===== src/rtl/axis_tg_multimode.sv =====
// AXI-Stream NoC traffic generator: multi-flit packets, four destination patterns,
// LFSR-driven Bernoulli injection with a per-run packet budget.
module axis_tg_multimode #(
  parameter int          TDATA_WIDTH   = 64,
  parameter int          TDEST_WIDTH   = 4,
  parameter int          TID_WIDTH     = 4,
  parameter int          COUNT_WIDTH   = 32,
  parameter int          TICK_WIDTH    = 32,
  parameter int          NUM_ROUTERS   = 16,
  parameter int          TID           = 0,
  parameter logic [15:0] SEED          = 16'd1,
  parameter int          MAX_PKT_FLITS = 8
) (
  input  logic                                 clk,
  input  logic                                 rst_n,
  input  logic [15:0]                          load,
  input  logic [1:0]                           mode,
  input  logic [TDEST_WIDTH-1:0]               hotspot_dest,
  input  logic [$clog2(MAX_PKT_FLITS+1)-1:0]   pkt_flits,
  input  logic [COUNT_WIDTH-1:0]               num_packets,
  input  logic                                 start,
  input  logic [TICK_WIDTH-1:0]                ticks,
  output logic                                 done,
  output logic [COUNT_WIDTH-1:0]               total_sent_packets,
  output logic                                 axis_out_tvalid,
  input  logic                                 axis_out_tready,
  output logic [TDATA_WIDTH-1:0]               axis_out_tdata,
  output logic                                 axis_out_tlast,
  output logic [TID_WIDTH-1:0]                 axis_out_tid,
  output logic [TDEST_WIDTH-1:0]               axis_out_tdest
);

  localparam int          FW       = $clog2(MAX_PKT_FLITS + 1);
  localparam int          KW       = TDATA_WIDTH - TICK_WIDTH - COUNT_WIDTH;
  localparam logic [15:0] SEED_EFF = (SEED == 16'd0) ? 16'd1 : SEED;

  typedef enum logic [1:0] {
    S_IDLE,
    S_ARB,
    S_SEND,
    S_DONE
  } state_e;

  state_e                   state_q, state_d;
  logic [15:0]              lfsr_q, lfsr_d;
  logic [COUNT_WIDTH-1:0]   cnt_q, cnt_d;
  logic [FW-1:0]            flits_q, flits_d;
  logic [FW-1:0]            k_q, k_d;
  logic [TICK_WIDTH-1:0]    ts_q, ts_d;
  logic [TDEST_WIDTH-1:0]   dest_q, dest_d;
  logic                     tvalid_q, tvalid_d;
  logic                     tlast_q, tlast_d;
  logic                     done_q, done_d;

  logic [15:0]              lfsr_next;
  logic [FW-1:0]            flits_clamped;
  logic [TDEST_WIDTH-1:0]   uni_dest;
  logic [TDEST_WIDTH-1:0]   dest_pick;

  // Right-shifting Galois form of x^16+x^14+x^13+x^11; a nonzero state never reaches 0.
  assign lfsr_next = {1'b0, lfsr_q[15:1]} ^ (lfsr_q[0] ? 16'hB400 : 16'h0000);

  assign uni_dest = TDEST_WIDTH'({24'd0, lfsr_q[15:8]} % 32'(NUM_ROUTERS));

  always_comb begin
    flits_clamped = pkt_flits;
    if (pkt_flits == '0) begin
      flits_clamped = FW'(1);
    end else if (pkt_flits > FW'(MAX_PKT_FLITS)) begin
      flits_clamped = FW'(MAX_PKT_FLITS);
    end
  end

  always_comb begin
    dest_pick = uni_dest;
    case (mode)
      2'd1:    dest_pick = hotspot_dest;
      2'd2:    dest_pick = TDEST_WIDTH'(NUM_ROUTERS - 1 - TID);
      2'd3:    dest_pick = (lfsr_q[2:0] == 3'd0) ? hotspot_dest : uni_dest;
      default: dest_pick = uni_dest;
    endcase
  end

  always_comb begin
    state_d  = state_q;
    lfsr_d   = lfsr_q;
    cnt_d    = cnt_q;
    flits_d  = flits_q;
    k_d      = k_q;
    ts_d     = ts_q;
    dest_d   = dest_q;
    tvalid_d = tvalid_q;
    tlast_d  = tlast_q;
    done_d   = done_q;

    if (state_q != S_IDLE) begin
      lfsr_d = lfsr_next;
    end

    case (state_q)
      S_IDLE: begin
        if (start) begin
          state_d = S_ARB;
        end
      end

      S_ARB: begin
        if (cnt_q == num_packets) begin
          state_d = S_DONE;
          done_d  = 1'b1;
        end else if (!start) begin
          state_d = S_IDLE;
        end else if (lfsr_q <= load) begin
          state_d  = S_SEND;
          flits_d  = flits_clamped;
          k_d      = '0;
          ts_d     = ticks;
          dest_d   = dest_pick;
          tvalid_d = 1'b1;
          tlast_d  = (flits_clamped == FW'(1));
        end
      end

      S_SEND: begin
        // tvalid is always high here, so tready alone marks the handshake.
        if (axis_out_tready) begin
          if (tlast_q) begin
            cnt_d    = cnt_q + COUNT_WIDTH'(1);
            tvalid_d = 1'b0;
            tlast_d  = 1'b0;
            state_d  = S_ARB;
          end else begin
            k_d     = k_q + FW'(1);
            tlast_d = ((k_q + FW'(1)) == (flits_q - FW'(1)));
          end
        end
      end

      S_DONE: begin
        if (!start) begin
          done_d  = 1'b0;
          cnt_d   = '0;
          state_d = S_IDLE;
        end
      end

      default: begin
        state_d = S_IDLE;
      end
    endcase
  end

  always_ff @(posedge clk or negedge rst_n) begin
    if (!rst_n) begin
      state_q  <= S_IDLE;
      lfsr_q   <= SEED_EFF;
      cnt_q    <= '0;
      flits_q  <= '0;
      k_q      <= '0;
      ts_q     <= '0;
      dest_q   <= '0;
      tvalid_q <= 1'b0;
      tlast_q  <= 1'b0;
      done_q   <= 1'b0;
    end else begin
      state_q  <= state_d;
      lfsr_q   <= lfsr_d;
      cnt_q    <= cnt_d;
      flits_q  <= flits_d;
      k_q      <= k_d;
      ts_q     <= ts_d;
      dest_q   <= dest_d;
      tvalid_q <= tvalid_d;
      tlast_q  <= tlast_d;
      done_q   <= done_d;
    end
  end

  // The header is assembled from registers that only change between packets, so it
  // stays stable under backpressure; the flit index fills whatever MSBs remain.
  generate
    if (KW > 0) begin : g_with_index
      assign axis_out_tdata = {KW'(k_q), cnt_q, ts_q};
    end else begin : g_no_index
      assign axis_out_tdata = {cnt_q, ts_q};
    end
  endgenerate

  assign axis_out_tvalid    = tvalid_q;
  assign axis_out_tlast     = tlast_q;
  assign axis_out_tdest     = dest_q;
  assign axis_out_tid       = TID_WIDTH'(TID);
  assign done               = done_q;
  assign total_sent_packets = cnt_q;

endmodule


===== config.mk =====
export PLATFORM = sky130hd
export DESIGN_NAME = axis_tg_multimode
export DESIGN_NICKNAME = d
export VERILOG_FILES = /design/src/rtl/axis_tg_multimode.sv
export SDC_FILE = /design/constraint.sdc
export NUM_CORES = 1
export LEC_CHECK = 0
export BUFFER_PORTS_ARGS = -buffer_cell sky130_fd_sc_hd__clkbuf_2
export CAP_MARGIN = 0
export CORE_ASPECT_RATIO = 1.4
export CORE_MARGIN = 10
export CORE_UTILIZATION = 56
export CTS_BUF_LIST = sky130_fd_sc_hd__clkbuf_2
export DETAILED_ROUTE_END_ITERATION = 8
export PLACE_DENSITY = 0.88
export SKIP_LAST_GASP = 1
export SLEW_MARGIN = 10
export SYNTH_ARGS = -nofsm -noshare
export SYNTH_HDL_FRONTEND = slang
export SYNTH_SLANG_ARGS = --single-unit

===== constraint.sdc =====
create_clock -name clk -period 7.11 [get_ports clk]
set_input_delay 0.711 -clock clk [delete_from_list [all_inputs] [get_ports clk]]
set_output_delay 0.711 -clock clk [all_outputs]
set_load 0.02 [all_outputs]

* After elaboration in Yosys (flattened, before gate mapping)
Cells that the tools add are included.
** Storage, ports and cells
- Bits of input ports :: 94
- Logic and storage cells :: 88
- Latch bits :: 0
- Memory bits (writable) :: 0
- ROM bits :: 0
- Output and inout bits :: 107
- Memories :: 0
- Bits in registers :: 97
** Operators by class
- Shifts and indexed selects :: 0
- $lt $le $gt $ge :: 2
- Reductions and logical operators :: 14
- Muxes and demuxes :: 38
- Bitwise logic cells :: 2
- Equality and inequality tests :: 19
- Add/subtract/negate cells :: 3
- Div/mod/pow operators :: 0
- Multiply operators :: 0
** Operators by type and width (number)
- two-way mux 32 bit :: 3
- case mux 32 bit (2 select lines) :: 1
- adder 32 x 1 -> 32 bit (second input constant) :: 1
- == test 32 bit :: 1
- two-way mux 4 bit :: 8
- != test 2 bit (second input constant) :: 9
- <= comparator 16 bit :: 1
- two-way mux 16 bit :: 1
- XOR 15 x 16 -> 16 bit :: 1
- two-way mux 2 bit :: 7
- two-way mux 1 bit :: 12
- case mux 4 bit (3 select lines) :: 1
- AND reduction 6 bit :: 2
- AND reduction 5 bit :: 2
- == test 2 bit (second input constant) :: 4
- case mux 2 bit (4 select lines) :: 1
- case mux 4 bit (2 select lines) :: 1
- AND reduction 4 bit :: 2
- nonzero test 2 bit :: 4
- case mux 1 bit (2 select lines) :: 3
- adder 4 x 1 -> 4 bit (second input constant) :: 1
- == test 2 x 1 -> 1 bit (second input constant) :: 2
- == test 4 x 1 -> 1 bit (second input constant) :: 1
- == test 4 bit :: 1
- other kinds (8) :: 8

* Logic depth before layout (Yosys ltp)
Gate-level depths: netlist of the first run.
- Word-level depth :: 8
- Gate-level depth with buffers :: 10
- Mapped depth without buffers :: 8

* Worst setup path after synthesis of the first run
Ideal clock, no wire load.
- Kind :: input to register
- Start :: in load[10]
- End :: reg dest_q[3] (netlist: axis_out_tdest[3])
- Data required time :: 6985 ps
- Setup time :: 125 ps
- Setup slack :: 4245 ps
- Stages :: 9
- Arrival :: 2740 ps
- Path buffers :: 1
- Cell sequence :: inv_1 > ha_1 > a21oi_1 > nand2_1 > a221oi_2 > o211ai_2 > a211oi_4 > buf_8 > mux2_4
** Between the ends
- Cells in the longest elaborated chain, start to end :: 2
** RTL lines
- start, declared :: line 16 : input logic [15:0] load,
- <= comparator 16 bit :: line 113 : end else if (lfsr_q <= load) begin
- AND reduction 4 bit (no source line)
- end signal, assigned :: line 172 : dest_q <= dest_d;
- end, declared :: line 50 : logic [TDEST_WIDTH-1:0] dest_q, dest_d;
Every way passes these cells.
A chain may end at the register's enable or synchronous reset.

* Worst setup path in the final report of the first run
- Start :: reg lfsr_q[10]
- End :: reg flits_q[2]
** Between the ends
- Cells in the longest elaborated chain, start to end :: 2
** RTL lines
- start, declared :: line 45 : logic [15:0] lfsr_q, lfsr_d;
- start signal, assigned :: line 167 : lfsr_q <= lfsr_d;
- <= comparator 16 bit :: line 113
- AND reduction 4 bit (no source line)
- end signal, assigned :: line 169 : flits_q <= flits_d;
- end, declared :: line 47 : logic [FW-1:0] flits_q, flits_d;
Every way passes these cells.

==> results.rst, run 1 <==
.. list-table::
   :header-rows: 1

   * - Metric
     - Value
   * - DR DRC count
     - 0
   * - Die footprint
     - 14400 um^2
   * - Required arrival time at the worst endpoint
     - 7.63 ns
   * - EDFF count, synth
     - 0
   * - Path type of the worst setup path
     - flop to flop
   * - Final worst path period need
     - 2.94 ns
   * - Routed met3 length
     - 1.12 mm
   * - Drt wl/cell
     - 18.0 um
   * - Half-perimeter wire length after placement
     - 11.6 mm
   * - Synthesized area
     - 5600 um^2
   * - Count of placed standard cells in the final layout, fillers left out
     - 816
   * - Aggregate global routing overflow
     - 0
   * - Category of the worst setup path capture point
     - flop
   * - Post-detailed-routing wire length
     - 14.7 mm
   * - Critical register-to-register path startpoint
     - lfsr_q[10]
   * - Number of buffers created by CTS
     - 9
   * - Clock power frac
     - 13.5%
   * - Share of cells above drive strength 1
     - 40.8%
   * - Post-placement cell count
     - 799
   * - Fraction of the yosys area taken by sequential cells
     - 43.4%
   * - Final sum of negative setup slack
     - 0 ns
   * - Most common cell after layout, fill and taps aside
     - sky130_fd_sc_hd__clkbuf_2
   * - Fraction of synthesis flops using an asynchronous set or reset pin
     - 100%
   * - Data arrival time of the critical path
     - 3.46 ns
   * - Overall global routing resource usage
     - 20.0%
   * - Die X-Extent
     - 104 um
   * - Remaining antenna violation count
     - 0
   * - Area grow syn2layout
     - 16.5%
   * - Leak Pwr
     - 3.44 nW
   * - RSZ-0062 raised after global routing
     - no
   * - Max VDD drop
     - 218 uV
   * - Detailed-routed wire length on met2
     - 7.49 mm
   * - Starting density of the core
     - 56.8%
   * - Switching part of the total power
     - 40.0%
   * - Routed vias
     - 4378
   * - Maximum number of pins on one net before global-route repair
     - 66
   * - Routed vias/inst
     - 5.37
   * - Peak Freq
     - 341 MHz
   * - Placeable core area
     - 9850 um^2
   * - Class of the tightest hold or removal check
     - input pin to flop
   * - Power Dens Cells
     - 281 nW/um^2
   * - Global placer's final weighted congestion
     - 0.829
   * - Ratio of final minimum period to clock period
     - 41.3%
   * - Count of nets after finishing
     - 789
   * - Number of iterations in the first detailed-routing pass
     - 4
   * - Uppermost metal layer occupied by signal nets
     - met4
   * - Cell depth of the worst flop-to-flop path
     - 8
   * - Gate count after technology mapping
     - 514
   * - Distinct cell type count after synthesis
     - 54
   * - First-pass GRT wire length
     - 23.7 mm
   * - Number of antenna violations at the first check in global routing
     - 0
   * - Worst setup slack for register-to-register paths
     - 4.17 ns
   * - MaxCap Viol Count
     - 0
   * - Post-synthesis average cell area
     - 10.9 um^2
   * - Number of storage elements in the synthesis netlist
     - 97
   * - Worst Setup EP
     - flits_q[2]
   * - Sinks on Clock Net
     - 97
   * - Final count of hold timing violations
     - 0
   * - Launch point of the worst path
     - lfsr_q[10]
   * - Number of synthesis warnings
     - 0
   * - Highest fanout seen on the critical path
     - 46
   * - Length of routed wiring on met1
     - 5.56 mm
   * - Fraction of power consumed by sequential logic
     - 44.1%
   * - Most used cells in the layout excluding fill and tap cells
     - 204 x sky130_fd_sc_hd__clkbuf_2, 96 x sky130_fd_sc_hd__dfrtp_1, 45 x sky130_fd_sc_hd__xor2_1
   * - Die extent in y
     - 138 um
   * - Finish-stage setup viols
     - 0
   * - Category of the worst setup path launch point
     - flop
   * - Source-to-sink clock delay at the later pin of the worst-skew pair
     - 0.59 ns
   * - Switching power of the nets
     - 0.734 mW
   * - Comb pwr share
     - 42.4%
   * - DR iter-0 viols
     - 178
   * - Final setup skew
     - 0.0328 ns
   * - Resized cells post-CTS
     - 0
   * - Reg-to-Reg End
     - flits_q[2]
   * - Vias in the first global route
     - 4750
   * - Clk root buf
     - sky130_fd_sc_hd__clkbuf_2
   * - Ports
     - 201
   * - Clock input transition at the sequential cells of the worst setup and hold paths
     - 0.29 ns
   * - Number of H-tree levels
     - 3
   * - Site Rows
     - 43
   * - Worst-case headroom to the max-slew limit
     - 43.8%
   * - Antenna diodes
     - 0
   * - CTS max path bufs
     - 2
   * - Worst Tran Pin Value
     - 0.843 ns
   * - Cell internal pwr
     - 1.10 mW
   * - Prevailing post-synth register cell
     - sky130_fd_sc_hd__dfrtp_1
   * - Port buffer count
     - 196
   * - TritonCTS clock tree
     - done
   * - Run status
     - finished, final reports clean
   * - Max-slew violation total from the final report
     - 0
-- through the flow --
step | util [%] | total power [mW] | worst slack, ns | cell area [um^2] | hold slack (ns)
2_1_floorplan | - | 1.35 | 4.25 | 5610 | 0.415
4_1_cts | 66.2 | 1.85 | 4.18 | 6520 | 0.292
3_5_place_dp | 65.1 | 1.60 | 3.79 | 6410 | 0.469
6_report | 66.2 | 1.83 | 4.17 | 6520 | 0.318
3_3_place_gp | 65.1 | 1.56 | 3.89 | 6410 | 0.466
5_1_grt | 66.2 | 1.94 | 4.04 | 6520 | 0.246
-- synthesized netlist by cell type (2+ instances only) --
cell                       instances  area (um^2)
sky130_fd_sc_hd__nand3b_1          3         22.5
sky130_fd_sc_hd__mux2i_1           3         30.0
sky130_fd_sc_hd__nand2b_1          4         25.0
sky130_fd_sc_hd__and3_1            3         18.8
sky130_fd_sc_hd__nand4_2           3         37.5
sky130_fd_sc_hd__nor4_1            9         56.3
sky130_fd_sc_hd__mux2_4           32          480
sky130_fd_sc_hd__nand2_1          28          105
sky130_fd_sc_hd__nand4_1           9         56.3
sky130_fd_sc_hd__o22ai_1           5         31.3
sky130_fd_sc_hd__nand3_1          12         60.1
sky130_fd_sc_hd__clkbuf_2          2         10.0
sky130_fd_sc_hd__nor3_1            9         45.0
sky130_fd_sc_hd__buf_4            36          270
sky130_fd_sc_hd__a211oi_1          4         30.0
sky130_fd_sc_hd__o21ai_0          17         85.1
sky130_fd_sc_hd__nor2_1           35          131
sky130_fd_sc_hd__or3_1             6         37.5
sky130_fd_sc_hd__xor2_1           45          394
sky130_fd_sc_hd__ha_1             19          238
sky130_fd_sc_hd__mux2_2           18          203
sky130_fd_sc_hd__clkbuf_1          7         26.3
sky130_fd_sc_hd__buf_8             3         45.0
sky130_fd_sc_hd__and4_1            2         17.5
sky130_fd_sc_hd__xnor2_1          24          210
sky130_fd_sc_hd__a21oi_1          16         80.1
sky130_fd_sc_hd__inv_1            27          101
sky130_fd_sc_hd__nor2b_1           9         56.3
sky130_fd_sc_hd__buf_2             2         10.0
sky130_fd_sc_hd__nor4_2            3         37.5
sky130_fd_sc_hd__dfrtp_1          96         2400
-- cell type report --
| type | count | area, um^2 |
|---|---|---|
| fill | 752 | 3320 |
| multi-input combinational | 341 | 2710 |
| sequential | 97 | 2430 |
| timing repair buffer | 200 | 1020 |
| tap | 135 | 169 |
| inverter | 27 | 101 |
| clock inverter | 7 | 53.8 |
| clock buffer | 9 | 45.0 |
-- power groups by stage --
stage | sequential (mW) | clock [mW] | combinational [mW]
final | 0.807 | 0.248 | 0.777
after detailed placement | 0.816 | 0 | 0.784
after floorplan | 0.928 | 0 | 0.426
after global routing | 0.828 | 0.280 | 0.835
after CTS | 0.807 | 0.256 | 0.785
after global placement | 0.809 | 0 | 0.755
-- how the worst min path moves through the flow --
stage                              endpoint  cells past startpoint            start
after floorplan           axis_out_tdest[0]                      0            rst_n
after global placement      axis_out_tvalid                      1  axis_out_tvalid
after detailed placement    axis_out_tvalid                      1  axis_out_tvalid
after CTS                          ts_q[11]                      2        ticks[11]
after global routing               ts_q[23]                      2        ticks[23]
final                              ts_q[11]                      2        ticks[11]
-- registers in the layout (all words and copies together) (netlist names) --
name and cells:
ts_q 32, lfsr_q 16, axis_out_tvalid 1, k_q 4
done 1, state_q 2, axis_out_tdest 4, total_sent_packets 32
flits_q 4, axis_out_tlast 1
-- logic make-up after synthesis --
kind of cell | after synthesis | synth area share (%)
and+or+nand+nor | 140 | 13.5
adders and majority gates | 19 | 4.25
muxes | 53 | 12.7
buffers and inverters | 79 | 8.54
xor gates and xnor gates | 69 | 10.8
DFF | 97 | 43.4
AOI/OAI and AO/OA | 56 | 6.66
other | 1 | 0.0670
-- metal layers --
layer / track usage (%) / up-vias
met5: 0 / -
met4: 9.40 / 0
met3: 6.79 / 37
met2: 34.6 / 189
met1: 21.2 / 2101
li1: - / 2051
-- worst max-delay path, cell delays in order (launching register included) --
cell and delay (ns):
sky130_fd_sc_hd__dfrtp_1 0.49, sky130_fd_sc_hd__ha_1 0.35, sky130_fd_sc_hd__a21oi_1 0.16, sky130_fd_sc_hd__nand2_1 0.09
sky130_fd_sc_hd__a221oi_2 0.32, sky130_fd_sc_hd__o211ai_2 0.16, sky130_fd_sc_hd__a211oi_4 0.26, sky130_fd_sc_hd__buf_4 0.62
sky130_fd_sc_hd__mux2_2 0.40
-- repair_timing --
item / CTS / global route
endpoints found under the hold margin: 32 / 0
hold buffers: 1 / 0
setup endpoints to repair: 0 / 0
buffers inserted: 0 / 0
Note: power is estimated with default switching activity, not from simulation.
==> inputs of run 2 (changes only) <==
Settings changed: ABC_AREA from default to 1, CORE_UTILIZATION 56 to 53, PLACE_DENSITY 0.88 to 0.82.
Clock period 7.11 ns to 2.9 ns, I/O delays scaled along.
==> results.rst, run 2 <==
.. list-table::
   :header-rows: 1

   * - Metric
     - Value
   * - Aggregate global routing overflow
     - 0
   * - Setup Buffers After CTS
     - 0
   * - Share of the synthesized area in the top cell type
     - 39.7%
   * - Number of storage elements in the synthesis netlist
     - 97
   * - Xor and xnor area share after synthesis
     - 5.65%
   * - Share of cells above drive strength 1
     - 24.5%
   * - Multiplexer share of the synthesized area
     - 0%
   * - Drt wl/cell
     - 15.4 um
   * - Synth cell count leaders
     - 278 x sky130_fd_sc_hd__nand2_1, 96 x sky130_fd_sc_hd__dfrtp_1, 92 x sky130_fd_sc_hd__inv_1, 65 x sky130_fd_sc_hd__nor2_1, 42 x sky130_fd_sc_hd__o21ai_0
   * - Final worst path period need
     - 2.70 ns
   * - CTS max path bufs
     - 2
   * - MaxCap Viol Count
     - 0
   * - Class of the tightest hold or removal check
     - input pin to flop
   * - DR DRC count
     - 0
   * - Gate count after technology mapping
     - 818
   * - Die extent in y
     - 146 um
   * - Fin worst setup slack
     - 0.195 ns
   * - Post-detailed-routing wire length
     - 18.2 mm
   * - Slowest-stage cell, CP
     - sky130_fd_sc_hd__dlygate4sd3_1
   * - Max VDD drop
     - 688 uV
   * - Fraction of synthesis flops using an asynchronous set or reset pin
     - 100%
   * - Fraction of the yosys area taken by sequential cells
     - 40.2%
   * - Peak Freq
     - 370 MHz
   * - Area grow syn2layout
     - 23.9%
   * - Number of iterations in the first detailed-routing pass
     - 5
   * - Path type of the worst setup path
     - flop to flop
   * - Port buffer count
     - 196
   * - RSZ-0062 raised after global routing
     - no
   * - Finish-stage setup viols
     - 0
   * - Final setup skew
     - 0.0443 ns
   * - Category of the worst setup path capture point
     - flop
   * - Die X-Extent
     - 110 um
   * - Hold path startpoint
     - start
   * - Ratio of final minimum period to clock period
     - 93.3%
   * - Highest fanout seen on the critical path
     - 12
   * - Prevailing post-synth register cell
     - sky130_fd_sc_hd__dfrtp_1
   * - Highest cell delay on the worst timing path
     - 0.60 ns
   * - Required arrival time at the worst endpoint
     - 3.46 ns
   * - Most common cell after layout, fill and taps aside
     - sky130_fd_sc_hd__nand2_1
   * - Max-slew violation total from the final report
     - 0
   * - Cells along the critical path
     - ha_1 -> nand4_1 -> nor3_1 -> nand3_1 -> nand2_1 -> nand3_4 -> nor2_2 -> o21ai_0 -> dlygate4sd3_1 -> nand2_1
   * - Die footprint
     - 16100 um^2
   * - Number of synthesis warnings
     - 0
   * - Layout fillers
     - 963
   * - Leading cell types by total area after synthesis
     - sky130_fd_sc_hd__dfrtp_1 40%, sky130_fd_sc_hd__nand2_1 17%, sky130_fd_sc_hd__inv_1 5.7%
   * - Placement-stage worst setup slack
     - 0.527 ns
   * - Placeable core area
     - 11200 um^2
   * - DR iter-0 viols
     - 296
   * - Distinct cell type count after synthesis
     - 37
   * - Power Dens Cells
     - 674 nW/um^2
   * - First-pass GRT wire length
     - 28.9 mm
   * - Clk root buf
     - sky130_fd_sc_hd__clkbuf_2
   * - Run status
     - finished, final reports clean
   * - Leak Pwr
     - 4.09 nW
   * - Critical register-to-register path startpoint
     - lfsr_q[11]
   * - Clock input transition at the sequential cells of the worst setup and hold paths
     - 0.30 ns
   * - Family with the most delay on the worst path
     - simple AND/OR/NAND/NOR gates
   * - Number of buffers created by CTS
     - 9
   * - Synth Area in Simple Gates
     - 30.7%
   * - Maximum number of pins on one net before global-route repair
     - 59
   * - Adder-cell area share of the yosys netlist
     - 3.93%
   * - Number of antenna violations at the first check in global routing
     - 2
   * - Synthesized area
     - 6040 um^2
   * - Source-to-sink clock delay at the later pin of the worst-skew pair
     - 0.60 ns
   * - Routed vias/inst
     - 5.09
   * - Worst-case headroom to the max-slew limit
     - 50.0%
   * - Data arrival time of the critical path
     - 3.26 ns
   * - Post-synthesis average cell area
     - 7.39 um^2
   * - Category of the worst setup path launch point
     - flop
   * - EDFF count, synth
     - 0
   * - Most common cell type on the critical path
     - sky130_fd_sc_hd__nand2_1
   * - Vias in the first global route
     - 6025
   * - TritonCTS clock tree
     - done
   * - Count of nets after finishing
     - 1142
   * - Most area-hungry cell type in the Yosys netlist
     - sky130_fd_sc_hd__dfrtp_1
   * - Starting density of the core
     - 53.9%
   * - Number of H-tree levels
     - 3
   * - Most used cells in the layout excluding fill and tap cells
     - 278 x sky130_fd_sc_hd__nand2_1, 204 x sky130_fd_sc_hd__clkbuf_2, 96 x sky130_fd_sc_hd__dfrtp_1
   * - Global placer's final weighted congestion
     - 0.940
   * - Half-perimeter wire length after placement
     - 13.0 mm
   * - Launch point of the worst path
     - lfsr_q[11]
   * - Final count of hold timing violations
     - 0
   * - Final sum of negative setup slack
     - 0 ns
   * - Sinks on Clock Net
     - 97
   * - Worst Tran Pin Value
     - 0.750 ns
   * - Worst path bufs/invs
     - 1
   * - Cell with the most instances after synthesis
     - sky130_fd_sc_hd__nand2_1
   * - Synthesized-area fraction occupied by ao, oa, aoi and oai cells
     - 7.56%
   * - Ports
     - 201
   * - Overall global routing resource usage
     - 22.2%
   * - Site Rows
     - 46
   * - Remaining antenna violation count
     - 0
   * - Pwr Total
     - 5.05 mW
   * - Routed vias
     - 6010
   * - Combinational family with the most area after synthesis
     - simple AND/OR/NAND/NOR gates
run 2: cell types whose count changed after synthesis, moves of 25 or more:
| cell | change |
|---|---|
| sky130_fd_sc_hd__inv_1 | +65 |
| sky130_fd_sc_hd__mux2_4 | -32 |
| sky130_fd_sc_hd__nand2_1 | +250 |
| sky130_fd_sc_hd__nor2_1 | +30 |
| sky130_fd_sc_hd__o21ai_0 | +25 |
| sky130_fd_sc_hd__xor2_1 | -36 |
run 2: logic make-up (layout without fill, tap and decap cells):
logic type | Yosys count | in the layout
xor gates and xnor gates | 39 | 39
and+or+nand+nor | 429 | 430
adders and majority gates | 19 | 19
other | 1 | 6
DFF | 97 | 97
AOI/OAI and AO/OA | 84 | 84
buffers and inverters | 149 | 361
run 2: worst register-to-register path, delay by kind of cell, from the launching register on:
kind	cells	cell delay, ns
and+or+nand+nor	7	1.11
adders and majority gates	1	0.34
buffers and inverters	1	0.60
DFF	1	0.50
AOI/OAI and AO/OA	1	0.14
run 2: cell type report:
type | instances | area [um^2] | share of cell area (%)
repair buffers | 248 | 1480 | 19.7
clock buffers | 9 | 45.0 | 0.601
flip-flops and latches | 97 | 2430 | 32.4
multi-input cells | 576 | 2920 | 39.0
clock inverters | 7 | 68.8 | 0.919
diodes | 2 | 5.00 | 0.0668
well taps | 144 | 180 | 2.41
inverters | 97 | 364 | 4.86
run 2: report_power, final:
group          internal [mW]  switching, mW
clock network          0.145          0.538
registers               1.71          0.354
logic                  0.763           1.54
run 2: layer usage:
metal	global-route usage (%)	part of all wire [%]	up-vias
li1	-	-	2963
met1	24.0	35	2747
met2	38.7	53	248
met3	5.46	8.1	52
met4	10.2	4.0	0
met5	0	0	-
run 2: worst paths after layout:
kind,end,slack (ns),depth (start not counted)
worst max-delay path,flits_q[0],0.20,10
worst min-delay path,state_q[0],0.05,3
worst max register to register,flits_q[0],0.20,10
worst min register to register,done,0.52,2
max in group asynchronous,lfsr_q[0],1.86,3
min in group asynchronous,total_sent_packets[24],0.22,2
run 2: stage by stage:
stage | instances | util [%] | hold WS (ns) | cell area [um^2]
4_1_cts | 1177 | 66.6 | 0.00563 | 7470
5_1_grt | 1180 | 66.7 | 0.0322 | 7490
3_3_place_gp | 1120 | 61.9 | 0.402 | 6950
3_5_place_dp | 1120 | 61.9 | 0.402 | 6950
2_1_floorplan | 821 | - | -0.00559 | 6060
6_report | 1180 | 66.7 | 0.0526 | 7490
run 2: repair_timing:
item                                   4_1_cts  5_1_grt
hold buffers                                41        0
setup endpoints to repair                    0        2
endpoints found under the hold margin       92        0
gates resized for setup                      0        1
==> inputs of run 3 (changes only) <==
Settings changed: ABC_AREA 1 to default, CORE_UTILIZATION 53 to 52.
==> results.rst, run 3 (synthesis gave the netlist of run 1 again) <==
.. list-table::
   :header-rows: 1

   * - Metric
     - Value
   * - Final count of hold timing violations
     - 0
   * - Clock input transition at the sequential cells of the worst setup and hold paths
     - 0.28 ns
   * - Sinks on Clock Net
     - 97
   * - Half-perimeter wire length after placement
     - 11.7 mm
   * - Die X-Extent
     - 108 um
   * - Resized cells post-CTS
     - 0
   * - Power Dens Cells
     - 657 nW/um^2
   * - Area grow syn2layout
     - 24.4%
   * - Number of buffers created by CTS
     - 9
   * - Worst Tran Pin Value
     - 0.643 ns
   * - Number of H-tree levels
     - 3
   * - Die extent in y
     - 143 um
   * - Share of cells above drive strength 1
     - 39.4%
   * - CTS max path bufs
     - 2
   * - MaxCap Viol Count
     - 0
   * - Remaining antenna violation count
     - 0
   * - Number of iterations in the first detailed-routing pass
     - 4
   * - Routed vias/inst
     - 5.32
   * - Peak Freq
     - 384 MHz
   * - Final worst path period need
     - 2.60 ns
   * - Routed vias
     - 4606
   * - RSZ-0062 raised after global routing
     - no
   * - Worst-case headroom to the max-slew limit
     - 57.2%
   * - Count of nets after finishing
     - 833
   * - Max-slew violation total from the final report
     - 0
   * - DR DRC count
     - 0
   * - Aggregate global routing overflow
     - 0
   * - Maximum number of pins on one net before global-route repair
     - 50
   * - Number of antenna violations at the first check in global routing
     - 0
   * - Max VDD drop
     - 526 uV
   * - Overall global routing resource usage
     - 19.9%
   * - Vias in the first global route
     - 4943
   * - Data arrival time of the critical path
     - 3.12 ns
   * - Global placer's final weighted congestion
     - 0.947
   * - Category of the worst setup path launch point
     - flop
   * - Worst setup slack for register-to-register paths
     - 0.30 ns
   * - Ratio of final minimum period to clock period
     - 89.8%
   * - Post-route cell area
     - 6960 um^2
   * - Source-to-sink clock delay at the later pin of the worst-skew pair
     - 0.59 ns
   * - Finish-stage setup viols
     - 0
   * - Clk root buf
     - sky130_fd_sc_hd__clkbuf_2
   * - TritonCTS clock tree
     - done
   * - Drt wl/cell
     - 18.2 um
   * - Placeable core area
     - 10500 um^2
   * - Site Rows
     - 44
   * - Most used cells in the layout excluding fill and tap cells
     - 204 x sky130_fd_sc_hd__clkbuf_2, 96 x sky130_fd_sc_hd__dfrtp_1, 45 x sky130_fd_sc_hd__xor2_1
   * - Layout fillers
     - 808
   * - Ports
     - 201
   * - Port buffer count
     - 196
   * - Class of the tightest hold or removal check
     - input pin to flop
   * - Highest fanout seen on the critical path
     - 46
   * - Die footprint
     - 15400 um^2
   * - Final sum of negative setup slack
     - 0 ns
   * - Category of the worst setup path capture point
     - flop
   * - Final setup skew
     - 0.0403 ns
   * - Post-detailed-routing wire length
     - 15.7 mm
   * - Path type of the worst setup path
     - flop to flop
   * - Pwr Total
     - 4.58 mW
   * - Required arrival time at the worst endpoint
     - 3.42 ns
   * - Final hold slack
     - 0.105 ns
   * - Area after detailed placement
     - 6470 um^2
   * - DR iter-0 viols
     - 137
   * - Most common cell after layout, fill and taps aside
     - sky130_fd_sc_hd__clkbuf_2
   * - First-pass GRT wire length
     - 24.6 mm
   * - Starting density of the core
     - 53.5%
   * - Run status
     - finished, final reports clean
   * - Leak Pwr
     - 3.63 nW
-- run 3: cell count changes in the layout (fill, tap and decap cells not counted), moves of 17 or more --
cell | previous run | this run
sky130_fd_sc_hd__o21ai_0 | 42 | 17
sky130_fd_sc_hd__nor2_1 | 64 | 34
sky130_fd_sc_hd__inv_1 | 92 | 27
sky130_fd_sc_hd__mux2_2 | 0 | 18
sky130_fd_sc_hd__nand2_1 | 278 | 28
sky130_fd_sc_hd__xor2_1 | 9 | 45
sky130_fd_sc_hd__nand3_1 | 29 | 12
sky130_fd_sc_hd__mux2_4 | 0 | 32
-- run 3: where the power goes --
part	internal, mW	switching, mW	leakage, nW
logic	0.917	1.06	2.31
clock network	0.119	0.486	0.0591
registers	1.69	0.299	1.26
-- run 3: cell type report --
type | instances | area, um^2 | share of cell area (%)
Clock buffer | 9 | 45.0 | 0.647
Antenna cell | 3 | 7.51 | 0.108
Inverter | 27 | 101 | 1.46
Clock inverter | 7 | 51.3 | 0.737
Sequential cell | 97 | 2430 | 34.9
Tap cell | 138 | 173 | 2.48
Multi-Input combinational cell | 341 | 2700 | 38.8
Timing Repair Buffer | 244 | 1450 | 20.9
-- run 3: repair_timing --
action / 4_1_cts / 5_1_grt
hold endpoints to repair: 83 / 0
setup buffers: 0 / 0
hold buffers: 39 / 0
-- run 3: critical path, stage by stage (launching register included) --
cell,delay [ns]
sky130_fd_sc_hd__dfrtp_1,0.51
sky130_fd_sc_hd__ha_1,0.36
sky130_fd_sc_hd__nand4_1,0.17
sky130_fd_sc_hd__nor4_4,0.32
sky130_fd_sc_hd__nand4_2,0.19
sky130_fd_sc_hd__a211oi_4,0.28
sky130_fd_sc_hd__buf_12,0.33
sky130_fd_sc_hd__mux2_2,0.38
-- run 3: worst paths after layout --
| path | start | to | cells past startpoint |
|---|---|---|---|
| worst max-delay path | lfsr_q[11] | ts_q[1] | 7 |
| worst min-delay path | axis_out_tready | k_q[0] | 4 |
| worst max register to register | lfsr_q[11] | ts_q[1] | 7 |
| worst min register to register | axis_out_tvalid | axis_out_tvalid | 1 |
| max in group asynchronous | rst_n | ts_q[18] | 3 |
| min in group asynchronous | rst_n | ts_q[10] | 2 |
-- run 3: stage by stage --
stage	setup WS [ns]	util (%)	instances
2_1_floorplan	0.384	-	517
3_3_place_gp	0.375	61.8	808
3_5_place_dp	0.297	61.8	808
4_1_cts	0.299	66.5	863
5_1_grt	0.225	66.5	863
6_report	0.296	66.6	866
-- run 3: metal layers --
metal  share of wire (%)  vias to the layer above  GRT usage [%]
li1                    -                     2139              -
met1                  36                     2235           19.7
met2                  52                      193           35.8
met3                 8.2                       39           5.59
met4                 3.9                        0           12.1
met5                   0                        -              0
